===== src/rtl/univ_shift_reg_if.sv =====
// Data/control bundle for univ_shift_reg: shift controls and load data in,
// register contents and framing status out.
interface univ_shift_reg_if #(
  parameter int unsigned WIDTH = 8
) ();
  localparam int unsigned CNT_W = $clog2(WIDTH + 1);

  logic             en;
  logic             clr;
  logic             set;
  logic [1:0]       op;
  logic             serial_in;
  logic [WIDTH-1:0] par_in;
  logic [WIDTH-1:0] q;
  logic             serial_out;
  logic [CNT_W-1:0] bit_cnt;
  logic             word_valid;

  modport master (
    output en, clr, set, op, serial_in, par_in,
    input  q, serial_out, bit_cnt, word_valid
  );

  modport slave (
    input  en, clr, set, op, serial_in, par_in,
    output q, serial_out, bit_cnt, word_valid
  );
endinterface


===== src/rtl/univ_shift_reg.sv =====
// Universal shift register (hold / shift right / shift left / load) with a frame
// counter that pulses word_valid once every WIDTH shifts.
module univ_shift_reg #(
  parameter  int unsigned WIDTH = 8,
  localparam int unsigned CNT_W = $clog2(WIDTH + 1)
) (
  input  logic           clk,
  input  logic           rst,
  univ_shift_reg_if.slave bus
);

  typedef enum logic [0:0] {StIdle, StFill} state_e;

  localparam logic [1:0] OpHold  = 2'b00;
  localparam logic [1:0] OpRight = 2'b01;
  localparam logic [1:0] OpLeft  = 2'b10;
  localparam logic [1:0] OpLoad  = 2'b11;

  localparam logic [CNT_W-1:0] LastCnt = CNT_W'(WIDTH - 1);
  localparam logic [CNT_W-1:0] OneCnt  = CNT_W'(1);

  state_e           state_q, state_d;
  logic [WIDTH-1:0] q_q, q_d;
  logic [CNT_W-1:0] cnt_q, cnt_d;
  logic             so_q, so_d;
  logic             wv_q, wv_d;
  logic             shift;

  // Data path: clr beats set beats op; everything gated by en.
  always_comb begin
    q_d   = q_q;
    so_d  = so_q;
    shift = 1'b0;
    if (bus.en) begin
      if (bus.clr) begin
        q_d = '0;
      end else if (bus.set) begin
        q_d = '1;
      end else begin
        unique case (bus.op)
          OpHold: ;
          OpRight: begin
            q_d   = {bus.serial_in, q_q[WIDTH-1:1]};
            so_d  = q_q[0];
            shift = 1'b1;
          end
          OpLeft: begin
            q_d   = {q_q[WIDTH-2:0], bus.serial_in};
            so_d  = q_q[WIDTH-1];
            shift = 1'b1;
          end
          OpLoad: q_d = bus.par_in;
        endcase
      end
    end
  end

  // Frame FSM: any clr/set/load restarts the frame; the WIDTH-th shift completes it.
  always_comb begin
    state_d = state_q;
    cnt_d   = cnt_q;
    wv_d    = 1'b0;
    if (bus.en && (bus.clr || bus.set || (bus.op == OpLoad))) begin
      state_d = StIdle;
      cnt_d   = '0;
    end else if (shift) begin
      unique case (state_q)
        StIdle: begin
          state_d = StFill;
          cnt_d   = OneCnt;
        end
        StFill: begin
          if (cnt_q == LastCnt) begin
            state_d = StIdle;
            cnt_d   = '0;
            wv_d    = 1'b1;
          end else begin
            cnt_d = cnt_q + OneCnt;
          end
        end
      endcase
    end
  end

  always_ff @(posedge clk) begin
    if (rst) begin
      state_q <= StIdle;
      q_q     <= '0;
      cnt_q   <= '0;
      so_q    <= 1'b0;
      wv_q    <= 1'b0;
    end else begin
      state_q <= state_d;
      q_q     <= q_d;
      cnt_q   <= cnt_d;
      so_q    <= so_d;
      wv_q    <= wv_d;
    end
  end

  assign bus.q          = q_q;
  assign bus.serial_out = so_q;
  assign bus.bit_cnt    = cnt_q;
  assign bus.word_valid = wv_q;

endmodule


===== src/flat_wrapper.sv =====
// flat-port wrapper written by rule: the top's interface ports become plain ports
module univ_shift_reg_flat 
#(
  parameter  int unsigned WIDTH = 8,
  localparam int unsigned CNT_W = $clog2(WIDTH + 1)
)
  (clk, rst, bus_en, bus_clr, bus_set, bus_op, bus_serial_in, bus_par_in, bus_q, bus_serial_out, bus_bit_cnt, bus_word_valid);
  univ_shift_reg_if #(.WIDTH(WIDTH)) bus_i ();
  input  logic clk;
  input  logic rst;
  input wire logic [$bits(bus_i.en)-1:0] bus_en;
  input wire logic [$bits(bus_i.clr)-1:0] bus_clr;
  input wire logic [$bits(bus_i.set)-1:0] bus_set;
  input wire logic [$bits(bus_i.op)-1:0] bus_op;
  input wire logic [$bits(bus_i.serial_in)-1:0] bus_serial_in;
  input wire logic [$bits(bus_i.par_in)-1:0] bus_par_in;
  output wire logic [$bits(bus_i.q)-1:0] bus_q;
  output wire logic [$bits(bus_i.serial_out)-1:0] bus_serial_out;
  output wire logic [$bits(bus_i.bit_cnt)-1:0] bus_bit_cnt;
  output wire logic [$bits(bus_i.word_valid)-1:0] bus_word_valid;
  assign bus_i.en = bus_en;
  assign bus_i.clr = bus_clr;
  assign bus_i.set = bus_set;
  assign bus_i.op = bus_op;
  assign bus_i.serial_in = bus_serial_in;
  assign bus_i.par_in = bus_par_in;
  assign bus_q = bus_i.q;
  assign bus_serial_out = bus_i.serial_out;
  assign bus_bit_cnt = bus_i.bit_cnt;
  assign bus_word_valid = bus_i.word_valid;
  univ_shift_reg #(.WIDTH(WIDTH)) u_core (.clk(clk), .rst(rst), .bus(bus_i));
endmodule

===== config.mk =====
export PLATFORM = sky130hd
export DESIGN_NAME = univ_shift_reg_flat
export DESIGN_NICKNAME = d
export VERILOG_FILES = /design/src/rtl/univ_shift_reg_if.sv /design/src/rtl/univ_shift_reg.sv /design/src/flat_wrapper.sv
export SDC_FILE = /design/constraint.sdc
export NUM_CORES = 1
export LEC_CHECK = 0
export ABC_AREA = 1
export BUFFER_PORTS_ARGS = -buffer_cell sky130_fd_sc_hd__buf_4
export CORE_AREA = 2 2 46 48
export DETAILED_ROUTE_END_ITERATION = 16
export DIE_AREA = 0 0 48 50
export GPL_ROUTABILITY_DRIVEN = 0
export HOLD_SLACK_MARGIN = 0.03
export MAX_ROUTING_LAYER = met4
export PLACE_DENSITY = 0.81
export SYNTH_ARGS = -nofsm -noshare
export SYNTH_HDL_FRONTEND = slang
export SYNTH_SLANG_ARGS = --single-unit

===== constraint.sdc =====
create_clock -name clk -period 2.6 [get_ports clk]
set_input_delay 0.52 -clock clk [delete_from_list [all_inputs] [get_ports clk]]
set_output_delay 0.52 -clock clk [all_outputs]
set_load 0.02 [all_outputs]

# --- Yosys cells after proc, flatten, opt, wreduce, memory -nomap -nowiden ---
# Index checks and enable logic that the tools add are counted.
word_totals:
  ff_bits: 15
  inputBits: 16
  out_inout_bits: 14
  wordCells: 37
op_classes:
  n_addsub: 1
  eq_ne: 4
  mux: 13
  bitwise: 4
  reduce_logical: 10
ops:
  columns: ["op", "count"]
  rows:
  - ["$pmux W8 S3", 1]
  - ["$mux W8", 2]
  - ["$pmux W4 S2", 1]
  - ["$mux W1", 6]
  - ["$reduce_bool A5 Y1", 1]
  - ["$add A4 B1 Y4 const B", 1]
  - ["$eq A2 B2 Y1 const B", 2]
  - ["$eq A4 B3 Y1 const B", 1]
  - ["$mux W4", 1]
  - ["$not A1 Y1", 4]
  - ["$pmux W1 S2", 2]
  - ["$reduce_and A4 Y1", 1]
  - ["$reduce_or A2 Y1", 2]
  - ["$reduce_or A4 Y1", 1]
  - ["$eq A2 B1 Y1 const B", 1]
  - ["$logic_or A1 B1 Y1", 2]
  - ["$reduce_and A2 Y1", 1]
  - ["$reduce_bool A2 Y1", 1]
  - ["$logic_and A1 B1 Y1", 1]

# --- Depth between registers and ports, before layout ---
depth:
  word_depth: 8
  mapped_depth: 9
  depth_no_buf: 9

# --- Worst setup path after synthesis ---
# No wires, ideal clock.
synth_timing:
  kind: "in2reg"
  startpoint: "in bus_op[0]"
  endpoint: "reg u_core.cnt_q[0], in the netlist u_core.bus.bit_cnt[0]"
  setup_ns: 0.116
  arrival_ns: 1.344
  required_time_ns: 2.484
  path_slack_ns: 1.141
  stages: 8
  path_buffers: 0
  path_cell_list: "inv_1 > ha_1 > nor2_1 > nand2_2 > nor2_4 > nand2_1 > nand2_1 > nor2_1"
synth_via:
  elab_chain_cells: 6
  word_cells_on_any_way: 11
  cone_classes: "eq/ne: 3; mux: 4; reduce/logical: 4"
synth_rtl:
  columns: ["element", "line_no", "rtl"]
  rows:
  - ["start: declaration", "flat_wrapper.sv:14", "input wire logic [$bits(bus_i.op)-1:0] bus_op;"]
  - ["$eq A2 B1 Y1 / $eq A2 B2 Y1 (equally long branches)", "univ_shift_reg.sv:40", "unique case (bus.op)"]
  - ["$reduce_or A2 Y1 (no line)", null, null]
  - ["$mux W1", "univ_shift_reg.sv:40", null]
  - ["$mux W1", "univ_shift_reg.sv:37", "end else if (bus.set) begin"]
  - ["$mux W1", "univ_shift_reg.sv:35", "if (bus.clr) begin"]
  - ["$mux W1", "univ_shift_reg.sv:34", "if (bus.en) begin"]
  - ["end signal: assignment", "univ_shift_reg.sv:95", "cnt_q <= cnt_d;"]
  - ["end: declaration", "univ_shift_reg.sv:24", "logic [CNT_W-1:0] cnt_q, cnt_d;"]
# Parallel ways exist; a longest one is shown, timed or not.
# A chain may end at the register's enable or synchronous reset.

# --- Worst setup path in the final report ---
layout_timing:
  startpoint: "in bus_op[0]"
  endpoint: "reg u_core.q_q[3], in the netlist u_core.bus.q[3]"
layout_via:
  elab_chain_cells: 4
  word_cells_on_any_way: 8
  cone_classes: "eq/ne: 3; mux: 3; reduce/logical: 2"
layout_rtl:
  columns: ["element", "line_no", "rtl"]
  rows:
  - ["$eq A2 B2 Y1 / $eq A2 B1 Y1 (equally long branches)", "univ_shift_reg.sv:40", null]
  - ["$pmux W8 S3", "univ_shift_reg.sv:40", null]
  - ["$mux W8", "univ_shift_reg.sv:37", null]
  - ["$mux W8", "univ_shift_reg.sv:35", null]
  - ["end signal: assignment", "univ_shift_reg.sv:94", "q_q <= q_d;"]
  - ["end: declaration", "univ_shift_reg.sv:23", "logic [WIDTH-1:0] q_q, q_d;"]
# Parallel ways exist; a longest one is shown, timed or not.

==> reports/qor.json <==
{
  "sta": {
    "hold_ws_ns": 0.479,
    "fmaxAchievable_ghz": 0.671,
    "maxSlewViolCount": 0,
    "timing.final.crit_share_pct": 57.3,
    "finalSetupTns_ns": 0,
    "finalClockSkew_ns": 0.00263,
    "setup_viol": 0,
    "rsz_0062_raised_after_global_routing": "no",
    "post-route-min-period_ns": 1.49,
    "timing.final.hold_violations": 0,
    "maxSlewHeadroom_pct": 72.5,
    "timing_worst_slew_pin_value_ns": 0.412
  },
  "critical_path": {
    "worst_ep_arrival_time_ns": 1.72,
    "crit_path_start_kind": "input pin",
    "reg2regPathDepth": 6,
    "critPathMaxFanout": 11,
    "timing_worst_setup_path_type": "in -> reg",
    "timing.critical_path.required_ns": 2.83,
    "cp_capture_type": "flip-flop"
  },
  "finish": {
    "final_cells": 211,
    "multi_input_comb_area_um2": 552,
    "insertedDiodeCount": 0,
    "fill_cells": 177,
    "finalNetCount": 205,
    "final_cell_area_mm2": 0.00122,
    "drive_gt1_share_pct": 22.3,
    "sequential_cell_area_um2": 300,
    "syn_to_final_growth_pct": 23.6
  },
  "global_route": {
    "global_route_wire_length_before_repair_mm": 3.84,
    "pin_count_of_the_biggest_net_entering_global_routing": 12,
    "first_global_vias": 913,
    "overflow": 0,
    "initial_antenna_violation_count": 0,
    "gr-usage-all-layers_pct": 22.8
  },
  "synthesis": {
    "synth_adder_area_share_pct": 5.08,
    "synth_top_family_by_area": "simple AND/OR/NAND/NOR gates",
    "mappedNetlistArea_um2": 985,
    "avgSynthCellArea_um2": 6.35,
    "synth_top_area_share_pct": 30.5,
    "yosys.area_share.xor_xnor_pct": 0,
    "synth_top_cell_by_area": "sky130_fd_sc_hd__dfxtp_1",
    "synth.lib_cells_used.distinct": 18,
    "post_synth_main_area_contributors": "sky130_fd_sc_hd__dfxtp_1 30%, sky130_fd_sc_hd__nor2_1 18%, sky130_fd_sc_hd__nand2_1 11%, sky130_fd_sc_hd__inv_1 8.4%, sky130_fd_sc_hd__a21oi_1 6.1%",
    "synth_seq_cells": 15,
    "post_synth_and_or_nand_nor_area_fraction_pct": 41.2,
    "synth_compound_area_share_pct": 9.78,
    "synth.yosys.warnings": 0,
    "post_synth_mux_area_share_pct": 0,
    "syn-instance-count": 155,
    "synthesis.nets": 175,
    "synth_sequential_area_ratio_pct": 30.5
  },
  "power_and_ir_drop": {
    "design_power_total_w": 0.000495,
    "powerDensity_mw_per_mm2": 407,
    "vdd_drop_max_v": 0.000367,
    "static-leakage-power_nw": 0.577
  },
  "floorplan": {
    "floorplan.initialDensity_pct": 51.8,
    "core-area_mm2": 0.00190,
    "area_of_the_die_mm2": 0.00240,
    "die_w_um": 48,
    "die_h_um": 50,
    "io_pins": 30,
    "std_cell_rows": 16
  },
  "clock_network": {
    "cts_max_path_buffers": 2,
    "htreeDepth": 1,
    "tritoncts_buffers": 3,
    "cts_hold_buf": 0,
    "root_buffer_cell": "sky130_fd_sc_hd__clkbuf_4",
    "path_clk_slew_ns": 0.10,
    "tritoncts": "yes",
    "clkLatencyLatePin_ns": 0.29,
    "post_cts_buffers": 0,
    "numClockSinks": 15,
    "post_cts_resized": 0
  },
  "placement": {
    "port_buffers": 29,
    "place_hpwl_mm": 1.80,
    "placed_cells_incl_taps": 207,
    "dpl_cell_area_mm2": 0.00119
  },
  "routing": {
    "route.detailed.vias_per_inst": 4.95,
    "wire_length_per_cell_um": 11.4,
    "drcViolationCount": 0,
    "wl_mm": 2.40,
    "drt_pre_antenna_iters": 4,
    "ant_nets": 0,
    "route.vias.total": 1044,
    "drt_iter0_markers": 21
  },
  "run_status": {
    "outcome": "complete, no violations"
  },
  "worst_hold_path": {
    "hold-path-cell-count": 2,
    "timing.hold.worst.class": "in -> reg"
  },
  "job": {
    "cap_violations": 0
  }
}
worst paths after layout:
kind | start | end | slack, ns
worst min register to register | u_core.bus.bit_cnt[1] | u_core.bus.bit_cnt[1] | 0.52
worst min-delay path | rst | u_core.bus.q[7] | 0.48
worst max-delay path | bus_op[0] | u_core.bus.q[3] | 1.11
worst max register to register | u_core.bus.bit_cnt[0] | u_core.bus.bit_cnt[0] | 1.47
worst max-delay path, stage by stage:
cell and delay [ns]:
sky130_fd_sc_hd__buf_4 0.12, sky130_fd_sc_hd__inv_1 0.05, sky130_fd_sc_hd__ha_1 0.38, sky130_fd_sc_hd__nor2_4 0.09, sky130_fd_sc_hd__nand3_4 0.17, sky130_fd_sc_hd__nand3_4 0.14, sky130_fd_sc_hd__nor2_1 0.11, sky130_fd_sc_hd__nor2_1 0.04
sky130_fd_sc_hd__nor2_1 0.09
per-stage QoR:
stage / util [%] / setup slack (ns)
after floorplan: - / 1.14
after global placement: 62.6 / 0.841
after detailed placement: 62.6 / 0.807
after CTS: 64.0 / 1.12
after global routing: 64.0 / 0.971
final: 64.0 / 1.11
cell type report:
cell class,count,share of cell area [%]
multi-input cells,113,45.3
repair buffers,29,17.9
flip-flops and latches,15,24.7
clock buffers,3,1.85
clock inverters,1,0.411
inverters,23,7.09
well taps,27,2.77
cell families after synthesis:
family                   after synthesis
adder cells (fa/ha/maj)                4
buffers and inverters                 27
flip-flops                            15
AND/OR/NAND/NOR                       91
AO/OA/AOI/OAI                         18
power by group:
group          switching, W  leakage, nW  internal [W]
combinational     0.0000665        0.438     0.0000472
clock             0.0000803       0.0177     0.0000572
sequential       0.00000652        0.122      0.000237
total              0.000153        0.577      0.000342
state kept, by name, summed over array words and instances, names as in the netlist:
signal / count
u_core.bus.word_valid: 1
u_core.state_q: 1
u_core.bus.serial_out: 1
u_core.bus.bit_cnt: 4
u_core.bus.q: 8
metal layers:
metal | share of wire [%] | global-route usage [%]
met1 | 39 | 25.5
met2 | 53 | 39.3
met3 | 6.5 | 4.76
met4 | 1.2 | 5.86
met5 | 0 | -
layout by cell type (no fill, tap or decap):
master	Yosys	routed
sky130_fd_sc_hd__dfxtp_1	15	15
sky130_fd_sc_hd__clkinv_2	0	1
sky130_fd_sc_hd__nand2_2	1	1
sky130_fd_sc_hd__o21ai_1	1	1
sky130_fd_sc_hd__nor2_4	3	3
sky130_fd_sc_hd__a21oi_1	12	12
sky130_fd_sc_hd__nand3_4	2	2
sky130_fd_sc_hd__inv_2	1	1
sky130_fd_sc_hd__ha_1	4	4
sky130_fd_sc_hd__nand2_1	30	30
sky130_fd_sc_hd__buf_4	1	29
sky130_fd_sc_hd__clkbuf_4	0	3
sky130_fd_sc_hd__o211ai_1	1	1
sky130_fd_sc_hd__a21oi_2	1	1
sky130_fd_sc_hd__nand3_1	9	9
sky130_fd_sc_hd__nor2_1	46	46
sky130_fd_sc_hd__o21ai_0	3	3
sky130_fd_sc_hd__inv_1	22	22
cells in the mapped netlist (all sizes together):
| cell | count |
|---|---|
| nor2 | 49 |
| nand2 | 31 |
| inv | 23 |
| dfxtp | 15 |
| a21oi | 13 |
| nand3 | 11 |
| ha | 4 |
| o21ai | 4 |
| buf | 2 |
| clkbuf | 2 |
| o211ai | 1 |
(Power assumes the default switching activity.)
